--- config.mk ---
export PLATFORM = sky130hd
export DESIGN_NAME = pwm_deserializer
export DESIGN_NICKNAME = d
export VERILOG_FILES = /design/src/rtl/pwm_deserializer.sv
export SDC_FILE = /design/constraint.sdc
export NUM_CORES = 1
export LEC_CHECK = 0
export CAP_MARGIN = 20
export CORE_UTILIZATION = 50
export CTS_CLUSTER_DIAMETER = 40
export DETAILED_ROUTE_END_ITERATION = 16
export PLACE_DENSITY = 0.71
export SLEW_MARGIN = 20
export SYNTH_ARGS = -nofsm -noshare
export SYNTH_HDL_FRONTEND = slang
export SYNTH_SLANG_ARGS = --single-unit
--- constraint.sdc ---
create_clock -name clk -period 5.8 [get_ports clk]
set_clock_uncertainty 0.05 [all_clocks]
set_input_delay 0.87 -clock clk [delete_from_list [all_inputs] [get_ports clk]]
set_output_delay 0.87 -clock clk [all_outputs]
set_load 0.1 [all_outputs]
--- src/rtl/pwm_deserializer.sv ---
// PWM decoder: measures period and high time, reports duty on a 0..1023 scale 11 cycles after each closing rising edge.
// Optional PWM_DESERIALIZER_FILTER_EN adds a 3-sample glitch filter on the synchronized input.
module pwm_deserializer #(
  parameter  int PERIOD_WIDTH_NS = 1000,
  parameter  int SYS_FREQ_MHZ    = 50,
  localparam int PERIOD          = PERIOD_WIDTH_NS * SYS_FREQ_MHZ / 1000,
  localparam int TIMEOUT         = 2 * PERIOD,
  localparam int CNT_BITS        = $clog2(TIMEOUT) + 1
) (
  input  logic                clk,
  input  logic                reset,
  input  logic                pwm_in,
  output logic [9:0]          duty_cycle,
  output logic                duty_valid,
  output logic [CNT_BITS-1:0] period_cycles,
  output logic                signal_lost,
  output logic                overrun
);

  localparam int DW = CNT_BITS + 10;

  typedef enum logic [1:0] {IDLE, HIGH, LOW} state_t;

  state_t              state, state_nxt;
  logic [CNT_BITS-1:0] per_cnt, high_cnt, per_nxt, high_nxt;
  logic                handoff, timeout;
  logic                sync1, sync2, sync3;
  logic                rise, fall, cur_level;

  logic                div_busy;
  logic [3:0]          div_step;
  logic [DW-1:0]       div_rem, div_den;
  logic [9:0]          div_q;
  logic [CNT_BITS-1:0] div_per;

  always_ff @(posedge clk or negedge reset) begin
    if (!reset) begin
      sync1 <= 1'b0;
      sync2 <= 1'b0;
      sync3 <= 1'b0;
    end else begin
      sync1 <= pwm_in;
      sync2 <= sync1;
      sync3 <= sync2;
    end
  end

`ifdef PWM_DESERIALIZER_FILTER_EN
  logic sync4, level, accept;

  // A new level is taken only when three consecutive samples agree.
  assign accept    = (sync2 == sync3) && (sync3 == sync4) && (sync2 != level);
  assign rise      = accept & sync2;
  assign fall      = accept & ~sync2;
  assign cur_level = level;

  always_ff @(posedge clk or negedge reset) begin
    if (!reset) begin
      sync4 <= 1'b0;
      level <= 1'b0;
    end else begin
      sync4 <= sync3;
      if (accept) level <= sync2;
    end
  end
`else
  assign rise      = sync2 & ~sync3;
  assign fall      = ~sync2 & sync3;
  assign cur_level = sync2;
`endif

  function automatic logic [CNT_BITS-1:0] sat_inc(input logic [CNT_BITS-1:0] v);
    return (&v) ? v : v + CNT_BITS'(1);
  endfunction

  always_ff @(posedge clk or negedge reset) begin
    if (!reset) begin
      state    <= IDLE;
      per_cnt  <= '0;
      high_cnt <= '0;
    end else begin
      state    <= state_nxt;
      per_cnt  <= per_nxt;
      high_cnt <= high_nxt;
    end
  end

  always_comb begin
    state_nxt = state;
    per_nxt   = per_cnt;
    high_nxt  = high_cnt;
    handoff   = 1'b0;
    timeout   = 1'b0;
    case (state)
      IDLE: begin
        if (rise) begin
          state_nxt = HIGH;
          per_nxt   = CNT_BITS'(1);
          high_nxt  = CNT_BITS'(1);
        end
      end
      HIGH, LOW: begin
        if (per_cnt >= CNT_BITS'(TIMEOUT)) begin
          timeout   = 1'b1;
          state_nxt = IDLE;
          per_nxt   = '0;
          high_nxt  = '0;
        end else if (state == HIGH) begin
          // The falling-edge cycle already belongs to the low phase.
          per_nxt = sat_inc(per_cnt);
          if (fall) state_nxt = LOW;
          else      high_nxt  = sat_inc(high_cnt);
        end else if (rise) begin
          handoff   = 1'b1;
          state_nxt = HIGH;
          per_nxt   = CNT_BITS'(1);
          high_nxt  = CNT_BITS'(1);
        end else begin
          per_nxt = sat_inc(per_cnt);
        end
      end
      default: state_nxt = IDLE;
    endcase
  end

  // Restoring divider: quotient bit i is set when rem >= per << i, MSB first.
  always_ff @(posedge clk or negedge reset) begin
    if (!reset) begin
      div_busy      <= 1'b0;
      div_step      <= '0;
      div_rem       <= '0;
      div_den       <= '0;
      div_q         <= '0;
      div_per       <= '0;
      duty_cycle    <= '0;
      duty_valid    <= 1'b0;
      period_cycles <= '0;
      signal_lost   <= 1'b0;
      overrun       <= 1'b0;
    end else begin
      duty_valid <= 1'b0;
      if (state == IDLE && rise) signal_lost <= 1'b0;
      if (timeout) begin
        div_busy      <= 1'b0;
        duty_cycle    <= cur_level ? 10'd1023 : 10'd0;
        period_cycles <= '0;
        duty_valid    <= 1'b1;
        signal_lost   <= 1'b1;
      end else begin
        if (div_busy) begin
          if (div_step != 4'd0) begin
            if (div_rem >= div_den) begin
              div_rem <= div_rem - div_den;
              div_q   <= {div_q[8:0], 1'b1};
            end else begin
              div_q   <= {div_q[8:0], 1'b0};
            end
            div_den  <= div_den >> 1;
            div_step <= div_step - 4'd1;
          end else begin
            duty_cycle    <= div_q;
            period_cycles <= div_per;
            duty_valid    <= 1'b1;
            div_busy      <= 1'b0;
          end
        end
        if (handoff) begin
          if (div_busy) begin
            overrun <= 1'b1;
          end else begin
            div_busy <= 1'b1;
            div_step <= 4'd10;
            div_rem  <= DW'(high_cnt) * DW'(1023);
            div_den  <= DW'(per_cnt) << 9;
            div_q    <= '0;
            div_per  <= per_cnt;
          end
        end
      end
    end
  end

endmodule
==> impl_metrics.prom, run 1 <==
# TYPE chip_impl_metric gauge
chip_impl_info{name="run_status",value="finished clean"} 1
chip_impl_metric{name="worst_slew_pin_slew",unit="ns"} 1.10
chip_impl_metric{name="finalWeightedCongestion",unit=""} 0.984
chip_impl_info{name="top_reg_cell_synth",value="sky130_fd_sc_hd__dfrtp_1"} 1
chip_impl_metric{name="synth.avg_cell_area",unit="sq um"} 8.86
chip_impl_metric{name="finalInstanceArea",unit="sq mm"} 0.00796
chip_impl_metric{name="cp_data_required_time",unit="ns"} 5.98
chip_impl_info{name="layout.cells.most_common",value="sky130_fd_sc_hd__nand2_1"} 1
chip_impl_info{name="crit_slowest_cell",value="sky130_fd_sc_hd__fa_1"} 1
chip_impl_metric{name="drt-vias-per-instance",unit=""} 5.90
chip_impl_metric{name="detailed_place_hpwl",unit="microns"} 12900
chip_impl_metric{name="cp.arrival",unit="ns"} 5.03
chip_impl_metric{name="grt_antenna_before_repair",unit=""} 0
chip_impl_metric{name="floorplan.die_area",unit="sq mm"} 0.0150
chip_impl_info{name="synth_top_family_by_area",value="compound AO/OA/AOI/OAI gates"} 1
chip_impl_metric{name="pwr_density_cell",unit="mW/mm^2"} 614
chip_impl_metric{name="synth_fp_nets",unit=""} 913
chip_impl_metric{name="wire_per_inst",unit="microns"} 16.9
chip_impl_metric{name="die_height",unit="microns"} 123
chip_impl_info{name="crit_chain",value="inv_1, fa_1, fa_1, inv_1, fa_1, inv_1, fa_1, inv_1, ha_1, a21oi_1, o211ai_1, a211oi_1, or3_1, a21oi_1, a221o_1"} 1
chip_impl_metric{name="drc",unit=""} 0
chip_impl_metric{name="post_synthesis_share_of_cell_area_spent_on_xor_and_xnor_gates",unit="%"} 3.01
chip_impl_metric{name="final_period_minus_worst_setup_slack",unit="ns"} 4.85
chip_impl_metric{name="chipWidth",unit="microns"} 123
chip_impl_metric{name="synth_fa_ha_area_share",unit="%"} 17.9
chip_impl_metric{name="cap_violations",unit=""} 0
chip_impl_metric{name="muxShareOfSynthArea",unit="%"} 0.568
chip_impl_metric{name="timing.final.max_slew_violations",unit=""} 0
chip_impl_metric{name="detail_route.iter0.violations",unit=""} 550
chip_impl_metric{name="final_antenna_net_count",unit=""} 0
chip_impl_info{name="timing_worst_setup_path_type",value="reg2reg"} 1
chip_impl_metric{name="final_cells",unit=""} 1021
chip_impl_metric{name="final_critical_path_setup_slack",unit="ns"} 0.952
chip_impl_metric{name="final.fill_count",unit=""} 1221
chip_impl_metric{name="synth_warnings",unit=""} 0
chip_impl_metric{name="post-place-cells",unit=""} 1005
chip_impl_metric{name="flow.area_growth_from_synthesis",unit="%"} 9.41
chip_impl_info{name="setup_crit_end_kind",value="register"} 1
chip_impl_metric{name="ys_ff_latch",unit=""} 101
chip_impl_metric{name="setup_viol",unit=""} 0
chip_impl_metric{name="final_layout_size_suffix_gt1_share",unit="%"} 5.35
chip_impl_metric{name="routed-via-count",unit=""} 6027
chip_impl_metric{name="pre_cts_slack",unit="ns"} 1.00
chip_impl_metric{name="placed_cell_area",unit="sq mm"} 0.00766
chip_impl_metric{name="post_synth_edffs",unit=""} 0
chip_impl_metric{name="vias_in_the_first_global_route",unit=""} 5876
chip_impl_metric{name="cts_hold_buf",unit=""} 0
chip_impl_info{name="cp-start-kind",value="register"} 1
chip_impl_metric{name="postSynthCellCount",unit=""} 821
chip_impl_metric{name="final_min_period_over_clock_period",unit="%"} 83.6
chip_impl_metric{name="fin_total_pwr",unit="mW"} 4.88
chip_impl_metric{name="power.leakage",unit="nW"} 3.78
chip_impl_metric{name="postSynth.asyncResetShare",unit="%"} 100
chip_impl_info{name="most-common-layout-cells",value="sky130_fd_sc_hd__nand2_1, sky130_fd_sc_hd__dfrtp_1, sky130_fd_sc_hd__inv_1"} 1
chip_impl_metric{name="numCtsBuffers",unit=""} 9
chip_impl_metric{name="boundaryPins",unit=""} 24
chip_impl_info{name="tritoncts",value="yes"} 1
chip_impl_metric{name="synth-compound-area-share",unit="%"} 20.7
chip_impl_metric{name="post_cts_buffers",unit=""} 0
chip_impl_metric{name="grt_start_max_net_pins",unit=""} 58
chip_impl_metric{name="setup_tns",unit="ns"} 0
chip_impl_metric{name="slowest_delay",unit="ns"} 0.60
chip_impl_metric{name="initial_utilization",unit="%"} 51.8
chip_impl_metric{name="finalNetCount",unit=""} 928
chip_impl_metric{name="cts.htree.levels",unit=""} 3
chip_impl_metric{name="grt_remaining_overflow",unit=""} 0
chip_impl_metric{name="grt.total_usage",unit="%"} 24.5
chip_impl_metric{name="hold_viol",unit=""} 0
chip_impl_metric{name="grt_pass1_wl",unit="microns"} 28800
chip_impl_metric{name="critPathMaxFanout",unit=""} 6
chip_impl_info{name="ctsRootBufferMaster",value="sky130_fd_sc_hd__clkbuf_16"} 1
chip_impl_metric{name="count_of_port_buffers_added_during_placement",unit=""} 23
chip_impl_metric{name="numClockSinks",unit=""} 101
chip_impl_metric{name="synthSimpleGateAreaFrac",unit="%"} 16.4
chip_impl_metric{name="max_freq",unit="MHz"} 206
chip_impl_info{name="grt_setup_unrepaired",value="no"} 1
chip_impl_metric{name="core_area",unit="sq mm"} 0.0140
chip_impl_metric{name="worst_skew_pair.late_latency",unit="ns"} 0.35
chip_impl_metric{name="insertedDiodeCount",unit=""} 0
chip_impl_metric{name="path_clk_slew",unit="ns"} 0.07
chip_impl_metric{name="ir_drop",unit="mV"} 0.307
chip_impl_metric{name="register_area_share_after_synthesis",unit="%"} 34.7
chip_impl_metric{name="post_cts_resize_count",unit=""} 0
chip_impl_metric{name="finalWirelength",unit="microns"} 17300
chip_impl_metric{name="worst_slew_margin_rel",unit="%"} 26.1
chip_impl_info{name="crit_family",value="adder cells"} 1
chip_impl_info{name="hold_class",value="reg2reg"} 1
chip_impl_metric{name="drt-pass1-iter-count",unit=""} 5
chip_impl_metric{name="post_synth_num_cell_types",unit=""} 71
chip_impl_metric{name="netlist_area",unit="sq mm"} 0.00727
chip_impl_metric{name="fp-row-count",unit=""} 43
chip_impl_metric{name="cts_buffer_depth",unit=""} 2
chip_impl_metric{name="crit_buf_inv",unit=""} 4
==> routing by layer <==
layer,vias up,part of all wire [%],global-route usage (%)
met5,-,0,0
met1,2890,45,32.9
li1,2895,-,-
met3,35,5.2,4.04
met4,0,3.0,9.60
met2,207,47,39.4
==> where the power goes <==
| group | internal (mW) | switching, mW | total (mW) |
|---|---|---|---|
| clock network | 0.339 | 0.274 | 0.613 |
| logic | 1.19 | 1.97 | 3.16 |
| registers | 0.924 | 0.191 | 1.11 |
| total | 2.45 | 2.43 | 4.88 |
==> through the flow <==
| stage | utilization, % | hold slack, ns |
|---|---|---|
| 3_5_place_dp | 54.5 | 0.288 |
| 2_1_floorplan | - | 0.281 |
| 6_report | 56.7 | 0.301 |
| 3_3_place_gp | 54.5 | 0.283 |
| 5_1_grt | 56.7 | 0.314 |
| 4_1_cts | 56.7 | 0.305 |
==> synth_stat cells, drive strengths merged (5+ instances only) <==
cell / count / share of area [%]
or3: 6 / 0.52
xor2: 6 / 0.72
clkbuf: 10 / 0.52
a21oi: 71 / 4.9
o211ai: 7 / 0.72
a31oi: 14 / 1.2
o221a: 5 / 0.77
xnor2: 19 / 2.3
a21o: 8 / 0.83
nand3: 9 / 0.69
and2: 6 / 0.52
a222oi: 7 / 0.96
a211oi: 7 / 0.72
buf: 14 / 0.95
and3: 10 / 0.86
a221o: 5 / 0.69
o31ai: 5 / 0.71
nand2b: 5 / 0.43
fa: 25 / 6.9
dfrtp: 101 / 35
nor3: 15 / 1.3
nand4: 6 / 0.52
nor2b: 5 / 0.43
ha: 64 / 11
o21a: 10 / 1.0
nand2: 137 / 7.1
inv: 101 / 5.2
o21ai: 43 / 3.3
nor2: 37 / 2.0
==> state kept, by name (all words and copies together) (netlist names), 2 cells and up <==
signal,flops
div_step,4
div_rem,18
high_cnt,8
per_cnt,8
period_cycles,8
state,2
div_per,8
duty_cycle,10
div_den,18
div_q,10
==> layout make-up <==
type                            count  area (sq um)  share of cell area [%]
Sequential cell                   101          2530                    31.8
Tap cell                          180           225                    2.83
Inverter                          101           379                    4.76
Timing Repair Buffer               28           265                    3.33
Clock buffer                       10           229                    2.88
Clock inverter                      6          71.3                   0.896
Multi-Input combinational cell    595          4260                    53.5
==> worst paths after layout <==
kind	start	endpoint	slack, ns	cells after the start
max	high_cnt[4]	div_rem[14]	0.95	15
min	sync1	cur_level	0.30	0
max reg2reg	high_cnt[4]	div_rem[14]	0.95	15
min reg2reg	sync1	cur_level	0.30	0
max in group asynchronous	reset	div_step[3]	4.12	2
min in group asynchronous	reset	div_rem[12]	0.53	1
==> cell families after synthesis <==
family | after synthesis
AO/OA/AOI/OAI | 223
XOR/XNOR | 25
adder cells (fa/ha/maj) | 89
buffers and inverters | 125
flip-flops | 101
multiplexers | 4
AND/OR/NAND/NOR | 254
(Power assumes the default switching activity.)
==> run 2, diff against run 1 <==
--- a/config.mk
+++ b/config.mk
@@ -9,7 +9,7 @@
 export CORE_UTILIZATION = 50
 export CTS_CLUSTER_DIAMETER = 40
 export DETAILED_ROUTE_END_ITERATION = 16
-export PLACE_DENSITY = 0.71
+export PLACE_DENSITY = 0.74
 export SLEW_MARGIN = 20
 export SYNTH_ARGS = -nofsm -noshare
 export SYNTH_HDL_FRONTEND = slang
==> constraint.sdc (replaced) <==
create_clock -name clk -period 4.1 [get_ports clk]
set_clock_uncertainty 0.05 [all_clocks]
set_input_delay 0.615 -clock clk [delete_from_list [all_inputs] [get_ports clk]]
set_output_delay 0.615 -clock clk [all_outputs]
set_load 0.1 [all_outputs]
==> run 2 against run 1 <==
Count of clock-buffer cells in the layout down 1. Register-to-register slack worse by 1.1 ns. Power increased by 65%. Non-clock buffer count increased by 49. First-iteration DRC count shrank 16%. Wire length rose by 5.6%. Hold slack improved by 0.0071 ns. Clock power rose by 51%. The flow now finishes with violations (setup timing).
==> impl_metrics.prom, run 2 (synthesis results as in run 1) <==
# TYPE chip_impl_metric gauge
chip_impl_metric{name="insertedDiodeCount",unit=""} 0
chip_impl_metric{name="cts_hold_buf",unit=""} 0
chip_impl_metric{name="final.fill_count",unit=""} 1168
chip_impl_info{name="tritoncts",value="yes"} 1
chip_impl_metric{name="detail_route.iter0.violations",unit=""} 461
chip_impl_metric{name="final_critical_path_setup_slack",unit="ns"} -0.103
chip_impl_metric{name="final_min_period_over_clock_period",unit="%"} 103
chip_impl_metric{name="drt-vias-per-instance",unit=""} 5.84
chip_impl_metric{name="pre_cts_slack",unit="ns"} -0.188
chip_impl_metric{name="fin_total_pwr",unit="mW"} 8.04
chip_impl_metric{name="floorplan.die_area",unit="sq mm"} 0.0150
chip_impl_metric{name="setup_tns",unit="ns"} -0.275
chip_impl_metric{name="power.leakage",unit="nW"} 4.07
chip_impl_metric{name="initial_utilization",unit="%"} 51.8
chip_impl_metric{name="reg2reg_depth",unit=""} 15
chip_impl_info{name="layout.cells.most_common",value="sky130_fd_sc_hd__nand2_1"} 1
chip_impl_metric{name="fp-row-count",unit=""} 43
chip_impl_info{name="crit_family",value="adder cells"} 1
chip_impl_metric{name="numClockSinks",unit=""} 101
chip_impl_metric{name="timing.final.max_slew_violations",unit=""} 0
chip_impl_metric{name="worst_skew_pair.late_latency",unit="ns"} 0.36
chip_impl_info{name="crit_slowest_cell",value="sky130_fd_sc_hd__fa_2"} 1
chip_impl_metric{name="cts.htree.levels",unit=""} 3
chip_impl_metric{name="routed-via-count",unit=""} 6247
chip_impl_metric{name="hold_depth",unit=""} 0
chip_impl_metric{name="worst_slew_pin_slew",unit="ns"} 0.990
chip_impl_info{name="ctsRootBufferMaster",value="sky130_fd_sc_hd__clkbuf_16"} 1
chip_impl_metric{name="pwr_density_cell",unit="mW/mm^2"} 932
chip_impl_metric{name="vias_in_the_first_global_route",unit=""} 5980
chip_impl_metric{name="chipWidth",unit="microns"} 123
chip_impl_metric{name="slowest_delay",unit="ns"} 0.58
chip_impl_metric{name="grt.total_usage",unit="%"} 25.3
chip_impl_info{name="reg_top3",value="div_den x18, div_rem x18"} 1
chip_impl_info{name="failed_checks",value="setup timing"} 1
chip_impl_metric{name="core_area",unit="sq mm"} 0.0140
chip_impl_info{name="grt_setup_unrepaired",value="yes"} 1
chip_impl_metric{name="boundaryPins",unit=""} 24
chip_impl_metric{name="setup_viol",unit=""} 5
chip_impl_info{name="hold_class",value="reg2reg"} 1
chip_impl_metric{name="worst_slew_margin_rel",unit="%"} 33.8
chip_impl_metric{name="cp.arrival",unit="ns"} 4.41
chip_impl_metric{name="flow.area_growth_from_synthesis",unit="%"} 18.6
chip_impl_metric{name="count_of_port_buffers_added_during_placement",unit=""} 23
chip_impl_metric{name="finalWirelength",unit="microns"} 18300
chip_impl_metric{name="finalNetCount",unit=""} 977
chip_impl_metric{name="final_layout_size_suffix_gt1_share",unit="%"} 16.3
chip_impl_metric{name="cts_buffer_depth",unit=""} 2
chip_impl_metric{name="critPathMaxFanout",unit=""} 4
chip_impl_metric{name="grt_remaining_overflow",unit=""} 0
chip_impl_metric{name="cp_data_required_time",unit="ns"} 4.30
chip_impl_info{name="crit_chain",value="inv_2, fa_2, inv_2, fa_1, fa_1, inv_1, fa_1, inv_2, ha_4, a21oi_4, nor4b_4, a22oi_2, a211o_1, xnor2_1, o221a_1"} 1
chip_impl_info{name="setup_crit_end_kind",value="register"} 1
chip_impl_metric{name="fin_util",unit="%"} 61.4
chip_impl_info{name="timing_worst_setup_path_type",value="reg2reg"} 1
chip_impl_metric{name="final_cells",unit=""} 1070
chip_impl_metric{name="drt-pass1-iter-count",unit=""} 7
chip_impl_metric{name="timing.critical_path.depth",unit=""} 15
chip_impl_metric{name="path_clk_slew",unit="ns"} 0.08
chip_impl_metric{name="wire_per_inst",unit="microns"} 17.1
chip_impl_metric{name="numCtsBuffers",unit=""} 9
chip_impl_metric{name="hold_viol",unit=""} 0
chip_impl_metric{name="crit_buf_inv",unit=""} 4
chip_impl_metric{name="post-place-cells",unit=""} 1047
chip_impl_metric{name="grt_antenna_before_repair",unit=""} 0
chip_impl_metric{name="grt_pass1_wl",unit="microns"} 29400
chip_impl_metric{name="cap_violations",unit=""} 0
chip_impl_metric{name="final_antenna_net_count",unit=""} 0
chip_impl_metric{name="final_period_minus_worst_setup_slack",unit="ns"} 4.20
chip_impl_info{name="most-common-layout-cells",value="sky130_fd_sc_hd__nand2_1, sky130_fd_sc_hd__dfrtp_1, sky130_fd_sc_hd__inv_1"} 1
chip_impl_metric{name="grt_start_max_net_pins",unit=""} 71
chip_impl_metric{name="drc",unit=""} 0
chip_impl_metric{name="detailed_place_hpwl",unit="microns"} 13100
chip_impl_metric{name="max_freq",unit="MHz"} 238
chip_impl_metric{name="die_height",unit="microns"} 123
chip_impl_info{name="cp-start-kind",value="register"} 1
chip_impl_metric{name="ir_drop",unit="mV"} 0.431
chip_impl_info{name="run_status",value="complete, but fails checks"} 1
chip_impl_metric{name="finalWeightedCongestion",unit=""} 0.957
==> run 2: cell type report <==
| class | instances | area (sq um) | share of cell area [%] |
|---|---|---|---|
| Multi-Input combinational cell | 595 | 4540 | 52.6 |
| Sequential cell | 101 | 2530 | 29.3 |
| Timing Repair Buffer | 77 | 644 | 7.47 |
| Inverter | 101 | 379 | 4.39 |
| Clock buffer | 9 | 225 | 2.61 |
| Tap cell | 180 | 225 | 2.61 |
| Clock inverter | 7 | 90.1 | 1.04 |
==> run 2: final timing paths <==
check | end | slack, ns | from
hold reg to reg | cur_level | 0.31 | sync1
hold / removal | cur_level | 0.31 | sync1
min in group asynchronous | div_rem[8] | 0.34 | reset
setup / recovery | div_rem[17] | -0.10 | high_cnt[4]
max in group asynchronous | per_cnt[4] | 2.85 | reset
setup reg to reg | div_rem[17] | -0.10 | high_cnt[4]
==> run 2: per-stage QoR <==
step	cell area, sq um	hold slack [ns]
3_3_place_gp	8060	0.282
4_1_cts	8480	0.303
3_5_place_dp	8060	0.286
2_1_floorplan	7360	0.269
5_1_grt	8630	0.315
6_report	8630	0.308
==> run 2: routing by layer <==
| metal | routed length, microns | part of all wire [%] | global-route usage (%) |
|---|---|---|---|
| met1 | 7960 | 44 | 32.9 |
| met3 | 928 | 5.1 | 4.69 |
| met4 | 493 | 2.7 | 7.70 |
| met5 | 0 | 0 | 0 |
| met2 | 8870 | 49 | 42.7 |
==> run 2: where the power goes <==
group | internal (mW) | switching (mW)
clock network | 0.491 | 0.432
registers | 1.31 | 0.258
logic | 2.35 | 3.20
==> run 2: worst register-to-register path, stage by stage, from the launching register on <==
cell and delay, ns:
sky130_fd_sc_hd__dfrtp_1 0.36, sky130_fd_sc_hd__inv_2 0.06, sky130_fd_sc_hd__fa_2 0.58, sky130_fd_sc_hd__inv_2 0.05, sky130_fd_sc_hd__fa_1 0.46, sky130_fd_sc_hd__fa_1 0.51, sky130_fd_sc_hd__inv_1 0.05, sky130_fd_sc_hd__fa_1 0.49
sky130_fd_sc_hd__inv_2 0.05, sky130_fd_sc_hd__ha_4 0.23, sky130_fd_sc_hd__a21oi_4 0.17, sky130_fd_sc_hd__nor4b_4 0.29, sky130_fd_sc_hd__a22oi_2 0.12, sky130_fd_sc_hd__a211o_1 0.28, sky130_fd_sc_hd__xnor2_1 0.14, sky130_fd_sc_hd__o221a_1 0.22
==> run 2: repair_timing <==
action,4_1_cts,5_1_grt
pin swaps,21,20
gates cloned,0,0
setup endpoints to repair,9,11
setup buffers,4,3
gates resized for setup,16,27
